### config.mk
export PLATFORM = sky130hd
export DESIGN_NAME = float_sq_mul_arb_flat
export DESIGN_NICKNAME = d
export VERILOG_FILES = /design/src/rtl/float_sq_mul_arb_pkg.sv /design/src/rtl/float_sq_mul_arb_if.sv /design/src/rtl/float_sq_mul_arb_rr_pick.sv /design/src/rtl/float_sq_mul_arb.sv /design/src/flat_wrapper.sv
export SDC_FILE = /design/constraint.sdc
export NUM_CORES = 1
export LEC_CHECK = 0
export CAP_MARGIN = 30
export CORE_AREA = 2 2 156 158
export CTS_CLUSTER_DIAMETER = 40
export DETAILED_ROUTE_END_ITERATION = 16
export DIE_AREA = 0 0 158 160
export HOLD_SLACK_MARGIN = 0.12
export MAX_ROUTING_LAYER = met4
export PLACE_DENSITY_LB_ADDON = 0.2
export RECOVER_POWER = 50
export SLEW_MARGIN = 25
export SYNTH_ARGS = -nofsm -noshare
export SYNTH_HDL_FRONTEND = slang
export SYNTH_SLANG_ARGS = --single-unit
### constraint.sdc
create_clock -name clk -period 6.85 [get_ports clk]
set_input_delay 2.055 -clock clk [delete_from_list [all_inputs] [get_ports clk]]
set_output_delay 2.055 -clock clk [all_outputs]
set_load 0.02 [all_outputs]
### src/rtl/float_sq_mul_arb_pkg.sv
`default_nettype none
// ============================================================================
// Module   : fsqm_arb_pkg
// Brief    : Shared types and constants for the float_sq_mul round-robin arbiter.
// Revision : 1.0 - initial release
// ============================================================================
package fsqm_arb_pkg;

    typedef enum logic [1:0] {
        IDLE    = 2'd0,
        ISSUE   = 2'd1,
        WAIT    = 2'd2,
        DELIVER = 2'd3
    } fsqm_state_t;

    localparam logic [31:0] FLOAT_QNAN = 32'h7FC0_0000;

    function automatic int owner_width(input int num_req);
        return (num_req > 1) ? $clog2(num_req) : 1;
    endfunction

endpackage
`default_nettype wire

### src/rtl/float_sq_mul_arb_if.sv
`default_nettype none
// ============================================================================
// Module   : float_sq_mul_arb_if
// Brief    : Requester-side and shared-unit-side signals of the arbiter.
// Revision : 1.0 - initial release
// ============================================================================
interface float_sq_mul_arb_if #(
    parameter int NUM_REQ = 4
) ();
    logic [NUM_REQ-1:0]    req;
    logic [32*NUM_REQ-1:0] sq_in;
    logic [32*NUM_REQ-1:0] mul_in;
    logic [NUM_REQ-1:0]    grant;
    logic [NUM_REQ-1:0]    done;
    logic [31:0]           result;
    logic                  err;
    logic                  unit_start;
    logic [31:0]           unit_sq;
    logic [31:0]           unit_mul;
    logic [31:0]           unit_result;
    logic                  unit_ready;
    logic                  unit_flush;

    // Arbiter side
    modport slave (
        input  req, sq_in, mul_in, unit_result, unit_ready,
        output grant, done, result, err, unit_start, unit_sq, unit_mul, unit_flush
    );

    // Environment side (lanes plus shared unit)
    modport master (
        output req, sq_in, mul_in, unit_result, unit_ready,
        input  grant, done, result, err, unit_start, unit_sq, unit_mul, unit_flush
    );
endinterface
`default_nettype wire

### src/rtl/float_sq_mul_arb_rr_pick.sv
`default_nettype none
// ============================================================================
// Module   : rr_pick
// Brief    : Combinational round-robin picker; first set request after i_ptr.
// Revision : 1.0 - initial release
// ============================================================================
module rr_pick
    import fsqm_arb_pkg::*;
#(
    parameter int NUM_REQ = 4,
    parameter int IDX_W   = owner_width(NUM_REQ)
) (
    input  logic [NUM_REQ-1:0] i_req,
    input  logic [IDX_W-1:0]   i_ptr,
    output logic [IDX_W-1:0]   o_winner,
    output logic               o_any
);
    always_comb begin
        o_winner = '0;
        // Walk from farthest to nearest so the nearest set bit is written last.
        for (int i = NUM_REQ; i >= 1; i--) begin
            logic [IDX_W-1:0] w_idx;
            w_idx = IDX_W'((int'(i_ptr) + i) % NUM_REQ);
            if (i_req[w_idx]) begin
                o_winner = w_idx;
            end
        end
        o_any = |i_req;
    end
endmodule
`default_nettype wire

### src/rtl/float_sq_mul_arb.sv
`default_nettype none
// ============================================================================
// Module   : float_sq_mul_arb
// Brief    : Round-robin sharing of one float_sq_mul unit among NUM_REQ lanes.
//            Optional WAIT timeout/abort enabled by macro FSQM_ARB_TIMEOUT_EN.
// Revision : 1.0 - initial release
// ============================================================================
module float_sq_mul_arb
    import fsqm_arb_pkg::*;
#(
    parameter int NUM_REQ = 4,
    parameter int TIMEOUT = 16
) (
    input  logic              clk,
    input  logic              rst,
    float_sq_mul_arb_if.slave bus
);
    localparam int c_idx_w = owner_width(NUM_REQ);
    localparam logic [NUM_REQ-1:0] c_onehot_lsb = NUM_REQ'(1);

    if (NUM_REQ < 2 || NUM_REQ > 8 || TIMEOUT < 1) begin : g_param_check
        $error("float_sq_mul_arb: NUM_REQ must be 2..8 and TIMEOUT >= 1");
    end

    fsqm_state_t          r_state;
    fsqm_state_t          w_state_next;
    logic [c_idx_w-1:0]   r_ptr;
    logic [c_idx_w-1:0]   r_owner;
    logic [c_idx_w-1:0]   w_winner;
    logic                 w_any_req;
    logic                 w_grant_load;
    logic                 w_start;
    logic                 w_finish;
    logic                 w_abort;
    logic [NUM_REQ-1:0]   r_grant;
    logic [NUM_REQ-1:0]   r_done;
    logic                 r_start;
    logic [31:0]          r_result;
    logic [31:0]          r_unit_sq;
    logic [31:0]          r_unit_mul;
    logic [31:0]          w_sq_slice  [NUM_REQ];
    logic [31:0]          w_mul_slice [NUM_REQ];

    for (genvar g = 0; g < NUM_REQ; g++) begin : g_slice
        assign w_sq_slice[g]  = bus.sq_in[32*g +: 32];
        assign w_mul_slice[g] = bus.mul_in[32*g +: 32];
    end

    rr_pick #(
        .NUM_REQ (NUM_REQ),
        .IDX_W   (c_idx_w)
    ) u_rr_pick (
        .i_req    (bus.req),
        .i_ptr    (r_ptr),
        .o_winner (w_winner),
        .o_any    (w_any_req)
    );

    always_ff @(posedge clk or posedge rst) begin
        if (rst) begin
            r_state <= IDLE;
        end else begin
            r_state <= w_state_next;
        end
    end

    always_comb begin
        w_state_next = r_state;
        w_grant_load = 1'b0;
        w_start      = 1'b0;
        w_finish     = 1'b0;
        case (r_state)
            IDLE: begin
                if (w_any_req) begin
                    w_state_next = ISSUE;
                    w_grant_load = 1'b1;
                end
            end
            ISSUE: begin
                w_state_next = WAIT;
                w_start      = 1'b1;
            end
            WAIT: begin
                if (bus.unit_ready || w_abort) begin
                    w_state_next = DELIVER;
                    w_finish     = 1'b1;
                end
            end
            DELIVER: w_state_next = IDLE;
            default: w_state_next = IDLE;
        endcase
    end

    // All strobes are registered so they line up with the state they belong to.
    always_ff @(posedge clk or posedge rst) begin
        if (rst) begin
            r_grant    <= '0;
            r_done     <= '0;
            r_start    <= 1'b0;
            r_result   <= '0;
            r_unit_sq  <= '0;
            r_unit_mul <= '0;
            r_owner    <= '0;
            r_ptr      <= c_idx_w'(NUM_REQ - 1);
        end else begin
            r_grant <= '0;
            r_done  <= '0;
            r_start <= w_start;
            if (w_grant_load) begin
                r_grant    <= c_onehot_lsb << w_winner;
                r_owner    <= w_winner;
                r_unit_sq  <= w_sq_slice[w_winner];
                r_unit_mul <= w_mul_slice[w_winner];
            end
            if (w_finish) begin
                r_done   <= c_onehot_lsb << r_owner;
                r_result <= bus.unit_ready ? bus.unit_result : FLOAT_QNAN;
            end
            if (r_state == DELIVER) begin
                r_ptr <= r_owner;
            end
        end
    end

`ifdef FSQM_ARB_TIMEOUT_EN
    localparam int c_cnt_w = $clog2(TIMEOUT + 1);

    logic [c_cnt_w-1:0] r_wait_cnt;
    logic               r_err;
    logic               r_flush;

    // A ready arriving on the expiry cycle takes priority over the abort.
    assign w_abort = (r_state == WAIT) && !bus.unit_ready &&
                     (r_wait_cnt == c_cnt_w'(TIMEOUT));

    always_ff @(posedge clk or posedge rst) begin
        if (rst) begin
            r_wait_cnt <= '0;
            r_err      <= 1'b0;
            r_flush    <= 1'b0;
        end else begin
            r_err   <= w_abort;
            r_flush <= w_abort;
            if (r_state != WAIT) begin
                r_wait_cnt <= '0;
            end else if (!w_abort) begin
                r_wait_cnt <= r_wait_cnt + 1'b1;
            end
        end
    end

    assign bus.err        = r_err;
    assign bus.unit_flush = r_flush;
`else
    assign w_abort        = 1'b0;
    assign bus.err        = 1'b0;
    assign bus.unit_flush = 1'b0;
`endif

    assign bus.grant      = r_grant;
    assign bus.done       = r_done;
    assign bus.result     = r_result;
    assign bus.unit_start = r_start;
    assign bus.unit_sq    = r_unit_sq;
    assign bus.unit_mul   = r_unit_mul;

endmodule
`default_nettype wire

### src/flat_wrapper.sv
// flat-port wrapper written by rule: the top's interface ports become plain ports
module float_sq_mul_arb_flat import fsqm_arb_pkg::*;
#(
    parameter int NUM_REQ = 4,
    parameter int TIMEOUT = 16
)
  (clk, rst, bus_req, bus_sq_in, bus_mul_in, bus_unit_result, bus_unit_ready, bus_grant, bus_done, bus_result, bus_err, bus_unit_start, bus_unit_sq, bus_unit_mul, bus_unit_flush);
  float_sq_mul_arb_if #(.NUM_REQ(NUM_REQ)) bus_i ();
  input  logic clk;
  input  logic rst;
  input wire logic [$bits(bus_i.req)-1:0] bus_req;
  input wire logic [$bits(bus_i.sq_in)-1:0] bus_sq_in;
  input wire logic [$bits(bus_i.mul_in)-1:0] bus_mul_in;
  input wire logic [$bits(bus_i.unit_result)-1:0] bus_unit_result;
  input wire logic [$bits(bus_i.unit_ready)-1:0] bus_unit_ready;
  output wire logic [$bits(bus_i.grant)-1:0] bus_grant;
  output wire logic [$bits(bus_i.done)-1:0] bus_done;
  output wire logic [$bits(bus_i.result)-1:0] bus_result;
  output wire logic [$bits(bus_i.err)-1:0] bus_err;
  output wire logic [$bits(bus_i.unit_start)-1:0] bus_unit_start;
  output wire logic [$bits(bus_i.unit_sq)-1:0] bus_unit_sq;
  output wire logic [$bits(bus_i.unit_mul)-1:0] bus_unit_mul;
  output wire logic [$bits(bus_i.unit_flush)-1:0] bus_unit_flush;
  assign bus_i.req = bus_req;
  assign bus_i.sq_in = bus_sq_in;
  assign bus_i.mul_in = bus_mul_in;
  assign bus_i.unit_result = bus_unit_result;
  assign bus_i.unit_ready = bus_unit_ready;
  assign bus_grant = bus_i.grant;
  assign bus_done = bus_i.done;
  assign bus_result = bus_i.result;
  assign bus_err = bus_i.err;
  assign bus_unit_start = bus_i.unit_start;
  assign bus_unit_sq = bus_i.unit_sq;
  assign bus_unit_mul = bus_i.unit_mul;
  assign bus_unit_flush = bus_i.unit_flush;
  float_sq_mul_arb #(.NUM_REQ(NUM_REQ), .TIMEOUT(TIMEOUT)) u_core (.clk(clk), .rst(rst), .bus(bus_i));
endmodule
# Yosys cells after proc, flatten, opt, wreduce, memory -nomap -nowiden
# Index checks and enable logic that the tools add are counted.
[op_classes]
n_mul = 0
n_eq_ne = 5
muxes = 29
magnitude_cmp = 5
div_mod_pow = 0
shift = 2
n_reduce_logical = 3
addsub = 4
bitwise = 1
[op_table]
columns = ["operator", "n"]
rows = [
  ["two-way mux 32 bit", 5],
  ["binary-select mux 32 bit (select 2 bit)", 2],
  ["less-than comparator 2 x 3 -> 1 bit, second input constant", 4],
  ["two-way mux 2 bit", 6],
  ["two-way mux 1 bit", 9],
  ["binary-select mux 1 bit (select 2 bit)", 4],
  ["two-way mux 4 bit", 2],
  ["case mux 2 bit (4 select lines)", 1],
  ["<< shifter 1 x 2 -> 4 bit, first input constant", 2],
  ["adder 2 x 1 -> 2 bit, second input constant", 2],
  ["adder 2 bit, second input constant", 2],
  ["== test 2 bit, second input constant", 2],
  ["inequality test 2 bit, second input constant", 2],
  ["OR reduction 4 bit", 1],
  ["greater-or-equal comparator 3 bit, second input constant", 1],
  ["inverter 2 -> 3 bit", 1],
  ["== test 2 x 1 -> 1 bit, second input constant", 1],
  ["zero test 2 bit", 1],
  ["AND reduction 2 bit", 1],
]
[totals]
reg_bits = 111
n_memories = 0
mem_bits_ro = 0
latch_bits = 0
ramBits = 0
inputBits = 295
word_cells = 58

# Logic depth before layout (Yosys ltp)
# Gate-level depths: netlist of run 1.
[logic_depth]
depth_word = 11
ltp_mapped = 8
depth_no_buf = 6

# Hierarchy
# From an unflattened synthesis of run 1, not the netlist that was laid out.
[hier_totals]
cells_unflattened = 486
area_unflattened_um2 = 5785.5
[modules_own_cells]
columns = ["module", "area_per_inst_um2", "cells_per_inst", "seq_area_each_um2", "instances"]
rows = [
  ["float_sq_mul_arb", 5694.2, 472, 2780.2, 1],
  ["rr_pick", 91.3, 14, 0.0, 1],
]

# Worst setup path before layout of run 1
# OpenSTA, ideal clock, no wires.
[synth_path]
kind = "input -> register"
start = "input bus_req[2]"
end = "register u_core.r_unit_mul[15], in the netlist u_core.bus.unit_mul[15]"
cell_stages = 8
arrival_time_ps = 3170
setup_slack_ps = 3538
required_ps = 6708
cell_sequence = "and2b_1 > a21oi_2 > o221ai_2 > buf_6 > buf_12 > buf_12 > mux2i_1 > o221ai_1"
[synth_via]
elab_chain_cells = 10
word_cells_on_any_way = 19
cone_classes = "17 x mux; 1 x bitwise; 1 x reduce/logical"
[synth_lines]
columns = ["element", "line_no", "text"]
rows = [
  ["start, declared", "flat_wrapper.sv:11", "input wire logic [$bits(bus_i.req)-1:0] bus_req;"],
  ["binary-select mux 1 bit (select 2 bit)", "float_sq_mul_arb_rr_pick.sv:24", "if (i_req[w_idx]) begin"],
  ["two-way mux 1 bit (not written as such)", "float_sq_mul_arb_rr_pick.sv:24", ""],
  ["two-way mux 2 bit (4 in series)", "float_sq_mul_arb_rr_pick.sv:24", ""],
  ["inverter 2 -> 3 bit (not written as such)", "float_sq_mul_arb.sv:113", "r_unit_mul <= w_mul_slice[w_winner];"],
  ["binary-select mux 32 bit (select 2 bit)", "float_sq_mul_arb.sv:113", ""],
  ["two-way mux 32 bit (not written as such) (2 in series)", "float_sq_mul_arb.sv:113", ""],
  ["end signal, assigned", "float_sq_mul_arb.sv:113", ""],
  ["end, declared", "float_sq_mul_arb.sv:40", "logic [31:0] r_unit_mul;"],
]
# Several ways; a longest one is shown, not always the timed one. The select of a mux whose other input is x is not followed.
# A chain may end at the register's enable or synchronous reset.

# Worst setup path in the final report of run 1
[layout_path]
start = "input bus_req[0]"
end = "register u_core.r_unit_mul[2], in the netlist u_core.bus.unit_mul[2]"
# Same word-level chain as after synthesis.

==> flow_summary.yaml, run 1 <==
sta:
  setup_viol: 0
  max-slew-margin-rel_pct: -30.6
  timing.fmax_ghz: 0.223
  slew_viol_final: 36
  finalSetupTns_ps: 0
  worst_slack_ps: 2360
  worstMarginPinSlew_ps: 1960
  rsz0062_at_grt: "no"
  layout_min_cycle_time_ps: 4490
  finalCritPeriodShare_pct: 65.5
  finalHoldViolCount: 0
  worst_hold_slack_ps: 488
  skew_ps: 9.05
critical_path:
  reg2reg_depth: 5
  critPathSlowestCell: "dlygate4sd3_1"
  crit_path_end_kind: "flip-flop"
  crit_chain: "dlygate4sd3_1, nor4_1, nor2b_1, nand2_2, buf_4, o221ai_1"
  rrSetupSlack_ps: 4070
  slowest_delay_ps: 610
  path_buf_inv: 2
  cpLargestDelayFamily: "simple AND/OR/NAND/NOR gates"
  crit_arrival_ps: 4680
  reg2reg_from: "u_core.r_state[0]"
  worstSetupStartpointType: "primary input"
  cp_max_fo: 38
  r2r_end: "u_core.bus.result[23]"
  critical_path_class: "in2reg"
  worstPathRequired_ps: 7040
cells_and_area:
  fin_cells: 1196
  nNetsFinal: 1165
  drive_gt1_share_pct: 7.23
  final_core_util_pct: 43.5
  design_area_mm2: 0.0104
  area_delta_synth_final_pct: 72.3
floorplanning:
  coreArea_mm2: 0.0238
  rows: 57
  die_area_mm2: 0.0253
  ios: 402
  initial_core_util_pct: 25.2
  dieWidth_um: 158
  chipHeight_um: 160
logic_synthesis:
  ys.flop_type: "dfrtp_1"
  synth_top_area_cell: "dfrtp_1"
  synth-edff-count: 0
  yosysWarnings: 0
  ys_types: 36
  ys_ff_latch: 111
  ys_top_cells_by_area: "dfrtp_1, mux2i_1, o221ai_1"
  synth_top_area_share_pct: 45.4
  seq_area_frac_synth_pct: 46.2
  synthArstFlopShare_pct: 100
  avgSynthCellArea_um2: 12.3
  netlist_instances: 487
  synthesis.area_mm2: 0.00601
global_route:
  grt_use_total_pct: 16.9
  grt_max_degree: 71
  gr-total-overflow: 0
  grt_pass1_wl_um: 31800
  grt_pass1_vias: 5806
  grt_antenna_before_repair: 1
routing:
  drcViolationCount: 0
  wl_per_cell_um: 17.8
  viasPerCell: 4.49
  drt_iter0_markers: 161
  drtAntennaViolNets: 0
  vias: 5374
  wl_um: 21300
  dr.pass1.iters: 6
cts:
  cts.sinks: 111
  numCtsBuffers: 9
  cts-htree-levels: 3
  clk_latency_ps: 350
  clkTransAtPathRegs_ps: 70
  cts_buffer_depth: 2
  cts_tree: "built"
  cts-root-buf: "clkbuf_16"
  ctsHoldBuffers: 0
  post_cts_resize_count: 0
  cts_setup_buffers: 0
power:
  p_leak_nw: 4.53
  power_mw: 3.97
  ir_drop_mv: 0.229
  p_per_area_mw_per_mm2: 383
placed_design:
  place_ws_ps: 2040
  dpl.hpwl_um: 16300
  dp_cells: 1178
  gp_congestion: 0.773
  place.port_buffers: 399
  postPlaceCellArea_mm2: 0.0100
hold_path:
  whs_endpoint: "u_core.bus.unit_mul[0]"
  hold_path.startpoint: "u_core.bus.unit_mul[0]"
  min_path_type: "reg2reg"
  holdPathStages: 2
job:
  drv_cap: 1
outcome:
  status: "complete, but fails checks"
  violations: "capacitance limit, slew limit"
[cells in the mapped netlist (2+ instances only)]
cell	n
a21oi_1	3
buf_12	8
buf_2	8
buf_4	2
buf_6	4
bufbuf_8	5
clkbuf_1	5
clkbuf_8	4
dfrtp_1	109
dfstp_2	2
dlygate4sd1_1	3
dlymetal6s2s_1	2
ha_1	4
inv_1	4
mux2_2	33
mux2i_1	129
nand2_1	72
nand2b_1	3
nor2_1	3
nor2b_1	3
nor3b_1	2
o21ai_0	2
o221ai_1	64
[per-layer routing]
layer,track usage [%],share of wire [%]
met5,-,0
met3,5.51,9.4
met4,4.55,2.0
met2,29.4,50
met1,18.4,39
[kinds of logic after synthesis]
group                    synth area share (%)
adder cells (fa/ha/maj)                 0.832
AND/OR/NAND/NOR                          6.60
AO/OA/AOI/OAI                            10.4
other                                  0.0624
flip-flops                               46.2
multiplexers                             27.7
buffers and inverters                    8.22
[cell type report]
type / instances / area [um^2]
repair buffers: 408 / 4100
well taps: 324 / 405
clock inverters: 5 / 63.8
diodes: 1 / 2.50
clock buffers: 11 / 233
fillers: 2353 / 13500
multi-input cells: 332 / 2750
inverters: 4 / 16.3
flip-flops and latches: 111 / 2780
[worst reg2reg max path: stages, from the launching register on]
cell,delay (ps)
dfrtp_1,410
inv_1,80
ha_1,240
nand2_1,80
clkbuf_1,1400
mux2_2,470
[where the power goes]
part / internal [mW] / switching, mW
clock network: 0.288 / 0.257
logic: 1.12 / 1.15
registers: 0.978 / 0.171
[how the worst max path moves through the flow]
stage	cells after the start	slack, ps	startpoint	endpoint
after floorplan	1	1870	rst	u_core.bus.done[0]
after global placement	6	2110	bus_req[0]	u_core.bus.unit_mul[4]
after detailed placement	6	2040	bus_req[0]	u_core.bus.unit_mul[9]
after CTS	6	2420	bus_req[0]	u_core.bus.unit_mul[2]
after global routing	6	2140	bus_req[0]	u_core.bus.unit_mul[6]
final	6	2360	bus_req[0]	u_core.bus.unit_mul[2]
[layout by cell type (no fill, tap or decap), drive strengths merged, types with 2 or more instances in the layout]
cell type and count:
conb 2, buf 8, nor2b 3, clkbuf 12
ha 4, o221ai 65, dlygate4sd3 14, a21oi 4
nor3b 2, dfrtp 109, nor2 3, nand2 73
o21ai 2, dfstp 2, nand2b 5, inv 5
clkdlybuf4s50 385, mux2i 129, clkinvlp 2, mux2 33
[state kept, by name, indices dropped and copies added (netlist names)]
signal                 flops
u_core.bus.unit_sq        32
u_core.bus.grant           4
u_core.r_ptr               2
u_core.r_owner             2
u_core.bus.done            4
u_core.bus.result         32
u_core.bus.unit_mul       32
u_core.r_state             2
u_core.bus.unit_start      1
(Power assumes the default switching activity.)
==> run 2, diff against run 1 <==
Settings changed: CORE_AREA 2 2 156 158 to 2 2 158 160, DIE_AREA 0 0 158 160 to 0 0 160 162.
Clock period 6.85 ns to 4.2 ns, I/O delays scaled along.
==> run 2 against run 1 <==
Compared with the run above:
- die area increased by 2.5%
- first-iteration DRC count rose by 37%
- the run still ends with capacitance limit, slew limit left
- sequential power is 63% higher
- count of clock-buffer cells in the layout fell by 2
==> flow_summary.yaml, run 2 (synthesis results as in run 1) <==
placed_design:
  dpl.hpwl_um: 16500
  gp_congestion: 0.778
  dp_cells: 1179
  postPlaceCellArea_mm2: 0.0101
  place.port_buffers: 399
critical_path:
  worstSetupStartpointType: "primary input"
  worstPathRequired_ps: 4640
  critPathSlowestCell: "clkinvlp_2"
  critical_path_class: "in2async"
  crit_arrival_ps: 3730
  slowest_delay_ps: 1210
  cp_max_fo: 42
  crit_chain: "dlygate4sd3_1, clkinvlp_2, clkbuf_2"
  crit_path_end_kind: "async pin"
cells_and_area:
  design_area_mm2: 0.0104
  nNetsFinal: 1165
  drive_gt1_share_pct: 7.47
  area_delta_synth_final_pct: 72.8
  layout_common_cells: "clkdlybuf4s50_1, mux2i_1, dfrtp_1"
  layout_commonest_cell: "clkdlybuf4s50_1"
  fin_cells: 1194
  diodes: 0
  fillCellCount: 2340
floorplanning:
  chipHeight_um: 162
  ios: 402
  rows: 57
  coreArea_mm2: 0.0241
  dieWidth_um: 160
  die_area_mm2: 0.0259
  initial_core_util_pct: 24.9
global_route:
  grt_antenna_before_repair: 0
  grt_max_degree: 89
  grt_use_total_pct: 17.4
  gr-total-overflow: 0
  grt_pass1_vias: 6000
  grt_pass1_wl_um: 33900
sta:
  layout_min_cycle_time_ps: 3280
  skew_ps: 14.8
  finalCritPeriodShare_pct: 78.2
  rsz0062_at_grt: "no"
  finalHoldViolCount: 0
  finalSetupTns_ps: 0
  max-slew-margin-rel_pct: -42.7
  setup_viol: 0
  slew_viol_final: 42
  timing.fmax_ghz: 0.305
  worstMarginPinSlew_ps: 2130
power:
  ir_drop_mv: 0.283
  p_leak_nw: 4.56
  p_per_area_mw_per_mm2: 629
  power_mw: 6.53
cts:
  cts_buffer_depth: 2
  post_cts_resize_count: 0
  clk_latency_ps: 360
  cts-htree-levels: 3
  cts-root-buf: "clkbuf_16"
  clkTransAtPathRegs_ps: 80
  cts_tree: "built"
  cts.sinks: 111
  numCtsBuffers: 9
  cts_setup_buffers: 0
  ctsHoldBuffers: 0
routing:
  drt_iter0_markers: 220
  wl_per_cell_um: 18.7
  viasPerCell: 4.56
  drtAntennaViolNets: 0
  drcViolationCount: 0
  wl_um: 22300
  dr.pass1.iters: 5
  vias: 5439
job:
  drv_cap: 1
outcome:
  violations: "capacitance limit, slew limit"
  status: "complete, but fails checks"
hold_path:
  min_path_type: "reg2reg"
[run 2: changes by cell type in the layout (fill, tap and decap cells not counted), sizes merged]
cell and delta:
clkbuf -2, clkinvlp -1, diode -1, inv +2
[run 2: through the flow]
step	setup slack, ps	utilization (%)	hold WS, ps
5_1_grt	503	43.1	504
2_1_floorplan	12.7	-	475
4_1_cts	1110	43.1	492
6_report	916	43.1	483
3_3_place_gp	740	41.9	468
3_5_place_dp	723	41.9	472
[run 2: worst paths after layout]
path,start,end,slack (ps),cells past startpoint
max reg2reg,u_core.r_ptr[1],u_core.bus.unit_mul[30],2020,6
min,u_core.bus.unit_sq[25],u_core.bus.unit_sq[25],480,2
max,rst,u_core.r_state[0],920,3
max in group clk,bus_req[0],u_core.bus.unit_sq[21],1040,6
min reg2reg,u_core.bus.unit_sq[25],u_core.bus.unit_sq[25],480,2
min in group asynchronous,rst,u_core.bus.result[31],1900,2
[run 2: cell type report]
| type | instances | area [um^2] | share of cell area [%] |
|---|---|---|---|
| inverter | 4 | 16.3 | 0.157 |
| sequential | 111 | 2780 | 26.8 |
| timing repair buffer | 408 | 4130 | 39.8 |
| tap | 324 | 405 | 3.90 |
| multi-input combinational | 332 | 2750 | 26.5 |
| clock inverter | 6 | 76.3 | 0.735 |
| clock buffer | 9 | 225 | 2.17 |
[run 2: report_power, final]
part	internal (mW)	switching, mW	total (mW)
clock network	0.473	0.450	0.923
logic	1.86	1.88	3.74
registers	1.59	0.279	1.87
total	3.92	2.61	6.53
[run 2: critical path, delay by kind of cell]
kind     cells  cell delay [ps]
buf+inv      3             2430
[run 2: layer usage]
layer / vias to the layer above / share of wire [%] / track usage (%)
met2: 258 / 50 / 30.3
met3: 26 / 8.3 / 5.67
li1: 2572 / - / -
met1: 2583 / 39 / 19.1
met5: - / 0 / -
met4: 0 / 2.0 / 4.95
